<file path="src/rtl/uart_rx_fsm.sv">
// ---------------------------------------------------------------------------
// uart_rx_fsm
// UART receive engine. Oversamples the serial line at i_prescale clocks per
// bit, qualifies start bits, takes a 3-sample majority vote in the middle of
// every bit, shifts data in LSB-first and checks parity and stop. A good byte
// appears on o_data with a single-cycle o_data_valid pulse. A parity or stop
// failure gives a single-cycle o_par_err / o_stop_err pulse and no valid pulse.
//
// Build option: UART_RX_SYNC_EN
//   defined   - i_rx_in goes through a 2-flop synchroniser (reset value 1),
//               which adds 2 cycles to every latency
//   undefined - i_rx_in is used directly and must already be synchronous
//
// Ports
//   i_clk         system clock, rising edge
//   i_rst         synchronous active-high reset
//   i_rx_in       serial line, idle high
//   i_prescale    clocks per bit (even, 8..32), captured at frame start
//   i_en_par      frame carries a parity bit, captured at frame start
//   i_par_typ     0 = even parity, 1 = odd parity, captured at frame start
//   o_data        last good byte, held until the next good frame
//   o_data_valid  1-cycle pulse, o_data updated in the same cycle
//   o_par_err     1-cycle pulse at frame end on parity mismatch
//   o_stop_err    1-cycle pulse at frame end when the stop bit reads 0
//   o_busy        high whenever the FSM is not idle
//
// state | meaning
// IDLE  | line idle, waiting for a low level
// START | timing the start bit, vote 1 rejects it as a glitch
// DATA  | receiving DATA_WIDTH payload bits
// PAR   | receiving the parity bit
// STOP  | receiving the stop bit, frame result issued at its end
// ---------------------------------------------------------------------------
module uart_rx_fsm #(
    parameter int DATA_WIDTH = 8,
    parameter int PRE_W      = 6
) (
    input  logic                  i_clk,
    input  logic                  i_rst,
    input  logic                  i_rx_in,
    input  logic [PRE_W-1:0]      i_prescale,
    input  logic                  i_en_par,
    input  logic                  i_par_typ,
    output logic [DATA_WIDTH-1:0] o_data,
    output logic                  o_data_valid,
    output logic                  o_par_err,
    output logic                  o_stop_err,
    output logic                  o_busy
);

    localparam int BIT_W = (DATA_WIDTH > 1) ? $clog2(DATA_WIDTH) : 1;

    typedef enum logic [2:0] {
        S_IDLE  = 3'd0,
        S_START = 3'd1,
        S_DATA  = 3'd2,
        S_PAR   = 3'd3,
        S_STOP  = 3'd4
    } state_t;

    state_t                  state, state_nxt;
    logic                    rx;
    logic [PRE_W-1:0]        edge_cnt;
    logic [PRE_W-1:0]        p_q;
    logic [PRE_W-1:0]        half;
    logic                    ep_q;
    logic                    pt_q;
    logic [BIT_W-1:0]        bit_cnt;
    logic [DATA_WIDTH-1:0]   shift_q;
    logic [2:0]              smp_q;
    logic                    par_bad;
    logic                    wait_high;
    logic                    bit_end;
    logic                    vote;
    logic                    start_frame;
    logic                    shift_en;
    logic                    par_chk;
    logic                    frame_done;

`ifdef UART_RX_SYNC_EN
    logic [1:0] sync_q;

    always_ff @(posedge i_clk) begin
        if (i_rst) begin
            sync_q <= 2'b11;
        end else begin
            sync_q <= {sync_q[0], i_rx_in};
        end
    end

    assign rx = sync_q[1];
`else
    assign rx = i_rx_in;
`endif

    assign half    = p_q >> 1;
    assign bit_end = (edge_cnt == p_q - PRE_W'(1));
    assign vote    = (smp_q[0] & smp_q[1]) | (smp_q[0] & smp_q[2]) | (smp_q[1] & smp_q[2]);
    assign o_busy  = (state != S_IDLE);

    always_ff @(posedge i_clk) begin
        if (i_rst) begin
            state <= S_IDLE;
        end else begin
            state <= state_nxt;
        end
    end

    always_comb begin
        state_nxt   = state;
        start_frame = 1'b0;
        shift_en    = 1'b0;
        par_chk     = 1'b0;
        frame_done  = 1'b0;
        case (state)
            S_IDLE: begin
                if (!rx && !wait_high) begin
                    state_nxt   = S_START;
                    start_frame = 1'b1;
                end
            end
            S_START: begin
                if (bit_end) begin
                    state_nxt = vote ? S_IDLE : S_DATA;
                end
            end
            S_DATA: begin
                if (bit_end) begin
                    shift_en = 1'b1;
                    if (bit_cnt == BIT_W'(DATA_WIDTH - 1)) begin
                        state_nxt = ep_q ? S_PAR : S_STOP;
                    end
                end
            end
            S_PAR: begin
                if (bit_end) begin
                    par_chk   = 1'b1;
                    state_nxt = S_STOP;
                end
            end
            S_STOP: begin
                if (bit_end) begin
                    frame_done = 1'b1;
                    state_nxt  = S_IDLE;
                end
            end
            default: state_nxt = S_IDLE;
        endcase
    end

    always_ff @(posedge i_clk) begin
        if (i_rst) begin
            edge_cnt     <= '0;
            p_q          <= '0;
            ep_q         <= 1'b0;
            pt_q         <= 1'b0;
            bit_cnt      <= '0;
            shift_q      <= '0;
            smp_q        <= '0;
            par_bad      <= 1'b0;
            wait_high    <= 1'b0;
            o_data       <= '0;
            o_data_valid <= 1'b0;
            o_par_err    <= 1'b0;
            o_stop_err   <= 1'b0;
        end else begin
            o_data_valid <= 1'b0;
            o_par_err    <= 1'b0;
            o_stop_err   <= 1'b0;

            if (state == S_IDLE || state_nxt != state || bit_end) begin
                edge_cnt <= '0;
            end else begin
                edge_cnt <= edge_cnt + PRE_W'(1);
            end

            if (state != S_IDLE) begin
                if (edge_cnt == half - PRE_W'(1)) smp_q[0] <= rx;
                if (edge_cnt == half)             smp_q[1] <= rx;
                if (edge_cnt == half + PRE_W'(1)) smp_q[2] <= rx;
            end

            if (start_frame) begin
                p_q     <= i_prescale;
                ep_q    <= i_en_par;
                pt_q    <= i_par_typ;
                bit_cnt <= '0;
                par_bad <= 1'b0;
            end

            if (shift_en) begin
                shift_q <= {vote, shift_q[DATA_WIDTH-1:1]};
                bit_cnt <= bit_cnt + BIT_W'(1);
            end

            if (par_chk) begin
                par_bad <= (vote != (^shift_q ^ pt_q));
            end

            // An all-zero frame with a bad stop bit is a line break: hold off
            // new starts until the line has been seen high again, otherwise
            // the low line would retrigger immediately.
            if (state == S_IDLE && rx) begin
                wait_high <= 1'b0;
            end

            if (frame_done) begin
                if (!par_bad && vote) begin
                    o_data       <= shift_q;
                    o_data_valid <= 1'b1;
                end
                o_par_err  <= par_bad;
                o_stop_err <= !vote;
                wait_high  <= !vote && (shift_q == '0);
            end
        end
    end

endmodule

</file>
<file path="config.mk">
export PLATFORM = sky130hd
export DESIGN_NAME = uart_rx_fsm
export DESIGN_NICKNAME = d
export VERILOG_FILES = /design/src/rtl/uart_rx_fsm.sv
export SDC_FILE = /design/constraint.sdc
export NUM_CORES = 1
export LEC_CHECK = 0
export CAP_MARGIN = 30
export CORE_MARGIN = 2
export CORE_UTILIZATION = 55
export CTS_CLUSTER_DIAMETER = 50
export DETAILED_ROUTE_END_ITERATION = 10
export PLACE_DENSITY = 0.77
export SLEW_MARGIN = 20
export SYNTH_ARGS = -nofsm -noshare
export SYNTH_HDL_FRONTEND = slang
export SYNTH_SLANG_ARGS = --single-unit
</file>
<file path="constraint.sdc">
create_clock -name i_clk -period 5.99 [get_ports i_clk]
set_input_delay 0.599 -clock i_clk [delete_from_list [all_inputs] [get_ports i_clk]]
set_output_delay 0.599 -clock i_clk [all_outputs]
set_load 0.01 [all_outputs]
</file>
After elaboration in Yosys (flattened, before gate mapping)
Index checks and enable logic that the tools add are counted.

word-level totals
  output and inout port bits = 12
  bits in registers = 44
  word-level logic and storage cells = 84
  bits of input ports = 11

cells by class
  multiplexer cells = 22
  equality and inequality tests = 11
  bitwise logic cells = 7
  reductions and logical operators = 23
  add/sub/neg operators = 5

operators with widths
  cell                   count
  $mux W3                9
  $eq A6 B6 Y1           3
  $pmux W3 S5            1
  $mux W1                11
  $logic_not A8 Y1       1
  $reduce_and A2 Y1      4
  $reduce_xor A8 Y1      1
  $add A5 B1 Y6 const B  1
  $add A6 B1 Y6 const B  1
  $eq A3 B2 Y1 const B   2
  $eq A3 B3 Y1 const B   2
  $eq A6 B5 Y1           1
  $reduce_bool A2 Y1     3
  $sub A5 B1 Y6 const B  1
  $sub A6 B1 Y6 const B  1
  $logic_and A1 B1 Y1    4
  $logic_not A1 Y1       4
  $reduce_or A2 Y1       2
  $add A3 B1 Y3 const B  1
  $and A1 B1 Y1          3
  $eq A3 B1 Y1 const B   1
  $logic_not A3 Y1       1
  $ne A3 B3 Y1           1
  $reduce_bool A3 Y1     1
  other kinds (6)        8

Logic depth before layout (Yosys ltp)
  word-level depth = 10
  depth in mapped cells = 10
  mapped depth without buffers = 8

Least setup slack after synthesis
No wires, ideal clock.

  path type = reg-to-reg
  from = register p_q[1]
  to = register o_data[7]
  cell stages (with the launch flop) = 10
  path buffers = 1
  setup time = 128 ps
  arrival = 2,211 ps
  required time = 5,862 ps
  setup slack = 3,651 ps
  cells stage by stage = dfxtp_1 clkbuf_1 inv_1 ha_1 nor3b_1 a21oi_1 o211ai_2 nor4_4 mux2i_1 nor2_1

on the way
  word-level cells in the longest chain between the ends = 5

ends and longest elaborated chain
  what                                line  RTL
  start: declaration                  64    logic [PRE_W-1:0] p_q;
  start signal: assignment            184   p_q <= i_prescale;
  $sub A6 B1 Y6                       97    assign bit_end = (edge_cnt == p_q - PRE_W'(1));
  $eq A6 B6 Y1                        97
  $mux W1                             142   if (bit_end) begin
  $mux W1                             115   case (state)
  $reduce_and A2 Y1 (no source line)  n/a
  end signal: assignment              209   o_data <= shift_q;
  end: declaration                    44    output logic [DATA_WIDTH-1:0] o_data,

No other way between the ends.
A chain may end at the register's enable or synchronous reset.

Final worst setup path
  from = register p_q[2]
  to = register o_data[7]

Same word-level chain as after synthesis.

==> impl_table.tex <==
\begin{tabular}{lr}
\hline
Metric & Value \\
\hline
\multicolumn{2}{l}{\textbf{Clock tree}} \\
\quad Maximum buffer depth of the clock tree & 2 \\
\quad Number of H-tree levels & 2 \\
\quad TritonCTS clock tree & yes \\
\quad Hold-fix buffers at CTS & 0 \\
\quad Later-pin clock latency in the skew report & approximately 0.30 ns \\
\quad Cell chosen for the clock root & sky130\_fd\_sc\_hd\_\_clkbuf\_8 \\
\quad Number of buffers inserted by post-CTS setup repair & 0 \\
\quad Number of gates resized after CTS & 0 \\
\quad Clock sinks & between 40 and 50 \\
\quad Clock-pin slew of the registers on the worst-case setup and hold paths & $\sim$0.080 ns \\
\quad CTS buffer count & 5 \\
\multicolumn{2}{l}{\textbf{Global routing}} \\
\quad Antenna violations before repair & 0 \\
\quad Total routing usage reported by global routing & 20.40\% \\
\quad Grt ovf & 0 \\
\quad Wire length of the first global-routing pass & 8086 microns \\
\quad Number of global-route vias before repair & between 1500 and 2000 \\
\quad Pin count of the biggest net entering global routing & 41 \\
\multicolumn{2}{l}{\textbf{Floorplan}} \\
\quad Standard-cell row count & 23 \\
\quad Total core area & about 4000 sq um \\
\quad Die Width & roughly 70 microns \\
\quad Initial Util & about three fifths \\
\quad Die footprint & about 4900 sq um \\
\quad Io pins & 23 \\
\quad Floorplan die height & 69.87 microns \\
\multicolumn{2}{l}{\textbf{Routing}} \\
\quad Routed vias/inst & roughly 5.4 \\
\quad Total routed wirelength & 4561 microns \\
\quad Iter 0 DRT Violations & 76 \\
\quad Initial DRT Pass Iterations & 4 \\
\quad Wire length per cell & between 10 and 15 microns \\
\quad Metal2 WL & between 1500 and 2000 microns \\
\quad Max layer used & met4 \\
\quad Vias post-DR & approximately 1800 \\
\quad Final antenna-violating net count & 0 \\
\quad Met3 WL & about 210 microns \\
\quad Number of DRC violations after detailed routing & 0 \\
\quad M1 WL & about 2300 microns \\
\multicolumn{2}{l}{\textbf{Yosys}} \\
\quad Leading post-synthesis cells by cell area & sky130\_fd\_sc\_hd\_\_dfxtp\_1 37\%, sky130\_fd\_sc\_hd\_\_mux2i\_1 8.0\%, sky130\_fd\_sc\_hd\_\_xnor2\_1 6.2\%, sky130\_fd\_sc\_hd\_\_nor2\_1 6.0\%, sky130\_fd\_sc\_hd\_\_ha\_1 5.8\% \\
\quad Fraction of post-synthesis cell area in the top cell type by area & a little under two fifths \\
\quad Count of mapped cells out of synthesis & roughly 270 \\
\quad Mean Syn Cell Area & roughly 8.7 sq um \\
\quad Cell type with the highest aggregate area in the netlist & sky130\_fd\_sc\_hd\_\_dfxtp\_1 \\
\quad Number of enable-type register cells in the synthesized netlist & 0 \\
\quad Synth Flop Type & sky130\_fd\_sc\_hd\_\_dfxtp\_1 \\
\quad Proportion of register bits with asynchronous set or reset after synthesis & 0\% \\
\quad Number of register bits inferred by synthesis & between 40 and 50 \\
\quad Sequential cell area fraction in the yosys report & 36.92\% \\
\quad Syn nets & a little under 300 \\
\quad Combined area of all synthesized cells & 2386 sq um \\
\quad Ys Warns & 0 \\
\quad Distinct cell type count after synthesis & 48 \\
\multicolumn{2}{l}{\textbf{STA}} \\
\quad Fin Clk Skew & between 0.004 and 0.005 ns \\
\quad Slew at the pin with the worst max-slew slack & 0.7198 ns \\
\quad RSZ-0062 raised after global routing & no \\
\quad Fin. Hold Viols & 0 \\
\quad Headroom to the max-slew limit & between 50\% and 60\% \\
\quad Fin crit share & 44.13\% \\
\quad \# setup viols final & 0 \\
\quad Maximum achievable frequency & 378.3 MHz \\
\quad Max-slew violations & 0 \\
\quad Time the worst path needs with I/O delays and setup & $\sim$2.6 ns \\
\quad Sum Neg Setup Slack & 0 ns \\
\multicolumn{2}{l}{\textbf{Setup path}} \\
\quad Largest delay share family, worst path & simple AND/OR/NAND/NOR gates \\
\quad Arrival @ worst endpoint & 2.82 ns \\
\quad Critical path class & flip-flop to flip-flop \\
\quad Worst Path Max Fanout & 10 \\
\quad CP max stage delay & 0.69 ns \\
\quad Total buffers and inverters traversed by the critical path & 1 \\
\quad Critical Path Start Type & flip-flop \\
\quad Endpoint kind of the worst setup timing path & flip-flop \\
\quad Cell type of the slowest stage on the worst timing path & sky130\_fd\_sc\_hd\_\_nor4\_4 \\
\quad CP Cell Sequence & inv\_1 > ha\_1 > nor3b\_1 > a21oi\_1 > o211ai\_2 > nor4\_4 > mux2i\_1 > nor2\_1 \\
\quad Data required time of the critical path & 6.17 ns \\
\multicolumn{2}{l}{\textbf{Finish}} \\
\quad Total Nets Final & 312 \\
\quad Area growth syn-to-layout & 13.21\% \\
\quad Share of layout cells above drive strength 1 & between 5 and 6\% \\
\quad Final core utilization & 66.11\% \\
\quad Post-Layout Cell Count & around 340 \\
\quad Area taken by multi-input logic gates & $\sim$1400 sq um \\
\quad Total area of sequential cells & roughly 880 sq um \\
\quad Final Cell Area & roughly 2700 sq um \\
\quad Number of fill cells & 365 \\
\quad Antenna fix cells & 0 \\
\multicolumn{2}{l}{\textbf{Placed design}} \\
\quad \# port buffers & 22 \\
\quad Area after DPL & between 2000 and 3000 sq um \\
\quad Post-placement cell count & between 300 and 400 \\
\quad Global placement routability congestion & around 0.86 \\
\quad Half-perimeter wire length after detailed placement & 3287 microns \\
\multicolumn{2}{l}{\textbf{Power and ir drop}} \\
\quad Overall power of the completed layout & 0.0005742 W \\
\quad Power per standard cell area & 212.5 nW/um\^{}2 \\
\quad Total leakage power & 1.080 nW \\
\quad Peak supply drop & approximately 0.00017 V \\
\multicolumn{2}{l}{\textbf{Run status}} \\
\quad Run status & finished clean \\
\multicolumn{2}{l}{\textbf{Worst hold path}} \\
\quad Worst Hold Class & flip-flop to flip-flop \\
\multicolumn{2}{l}{\textbf{Run}} \\
\quad Max\_cap viols & 0 \\
\hline
\end{tabular}
==> synth_stat cells, types with 2 or more instances <==
cell type	n
sky130_fd_sc_hd__nor3_1	8
sky130_fd_sc_hd__nand4_1	2
sky130_fd_sc_hd__nand2b_1	2
sky130_fd_sc_hd__o2111ai_1	2
sky130_fd_sc_hd__a31oi_1	2
sky130_fd_sc_hd__inv_1	13
sky130_fd_sc_hd__ha_1	11
sky130_fd_sc_hd__xor2_2	2
sky130_fd_sc_hd__nand2_1	27
sky130_fd_sc_hd__nor3b_1	3
sky130_fd_sc_hd__nand3_1	9
sky130_fd_sc_hd__mux2_1	3
sky130_fd_sc_hd__dfxtp_1	44
sky130_fd_sc_hd__xor2_1	9
sky130_fd_sc_hd__a21oi_1	12
sky130_fd_sc_hd__o21ai_0	2
sky130_fd_sc_hd__xnor2_1	17
sky130_fd_sc_hd__nor2b_1	5
sky130_fd_sc_hd__or3_1	2
sky130_fd_sc_hd__mux2i_1	19
sky130_fd_sc_hd__and3_1	5
sky130_fd_sc_hd__clkbuf_1	8
sky130_fd_sc_hd__nor2_1	38
sky130_fd_sc_hd__buf_2	5
==> through the flow <==
| stage | worst slack, ns | hold WS, ns |
|---|---|---|
| 2_1_floorplan | 3.651 | 0.4488 |
| 3_3_place_gp | 3.485 | 0.4710 |
| 3_5_place_dp | 3.372 | 0.4776 |
| 4_1_cts | 3.349 | 0.4893 |
| 5_1_grt | 3.165 | 0.5118 |
| 6_report | 3.347 | 0.4850 |
==> flip-flops by register name (all words and copies together) (netlist names) <==
| register | cells |
|---|---|
| bit_cnt | 3 |
| shift_q | 8 |
| smp_q | 3 |
| ep_q | 1 |
| o_data_valid | 1 |
| state | 3 |
| par_bad | 1 |
| o_par_err | 1 |
| wait_high | 1 |
| o_data | 8 |
| edge_cnt | 6 |
| o_stop_err | 1 |
| pt_q | 1 |
| p_q | 6 |
==> cells by family after synthesis <==
group	Yosys count	share of synthesized area, %
xor+xnor	29	11.59
flops	44	36.92
fa+ha+maj	12	6.188
buf+inv	29	5.296
mux	22	9.386
compound gates	32	9.597
simple gates	106	21.03
==> final timing paths <==
kind | startpoint | endpoint | slack (ns) | cells after the start
setup reg to reg | p_q[2] | o_data[7] | 3.35 | 8
setup / recovery | p_q[2] | o_data[7] | 3.35 | 8
hold / removal | pt_q | pt_q | 0.48 | 2
hold reg to reg | pt_q | pt_q | 0.48 | 2
==> metal layers <==
metal  vias to the layer above  track usage (%)
li1                        950                -
met1                       852            27.29
met2                        36            32.49
met3                         8            4.906
met4                         0            6.624
met5                         -                0
==> placed cells by master, fill, tap and decap left out, types with 5 or more instances in the layout <==
cell                              instances
sky130_fd_sc_hd__and3_1                   5
sky130_fd_sc_hd__nor2b_1                  5
sky130_fd_sc_hd__nand2_1                 27
sky130_fd_sc_hd__a21oi_1                 12
sky130_fd_sc_hd__inv_1                   13
sky130_fd_sc_hd__clkbuf_8                 6
sky130_fd_sc_hd__clkdlybuf4s50_1         22
sky130_fd_sc_hd__nor3_1                   8
sky130_fd_sc_hd__mux2i_1                 19
sky130_fd_sc_hd__xnor2_1                 17
sky130_fd_sc_hd__nand3_1                  9
sky130_fd_sc_hd__dfxtp_1                 44
sky130_fd_sc_hd__nor2_1                  38
sky130_fd_sc_hd__xor2_1                   9
sky130_fd_sc_hd__ha_1                    11
==> worst reg2reg max path: cells and delay by family, from the launching register on <==
family	cells	cell delay, ns
and+or+nand+nor	3	0.90
DFF	1	0.55
AOI/OAI and AO/OA	2	0.42
muxes	1	0.26
adders and majority gates	1	0.25
buffers and inverters	1	0.14
==> where the power goes <==
group          leakage (nW)  switching [W]  internal [W]
logic                 0.680      0.0000380     0.0000326
clock network        0.0445       0.000102     0.0000937
registers             0.356      0.0000106      0.000297
==> area by class of cell <==
type | count | share of cell area (%)
multi-input combinational | 201 | 51.04
sequential | 44 | 32.61
timing repair buffer | 24 | 8.615
clock buffer | 7 | 3.196
tap | 50 | 2.316
inverter | 14 | 1.945
clock inverter | 1 | 0.2779
(Power assumes the default switching activity.)
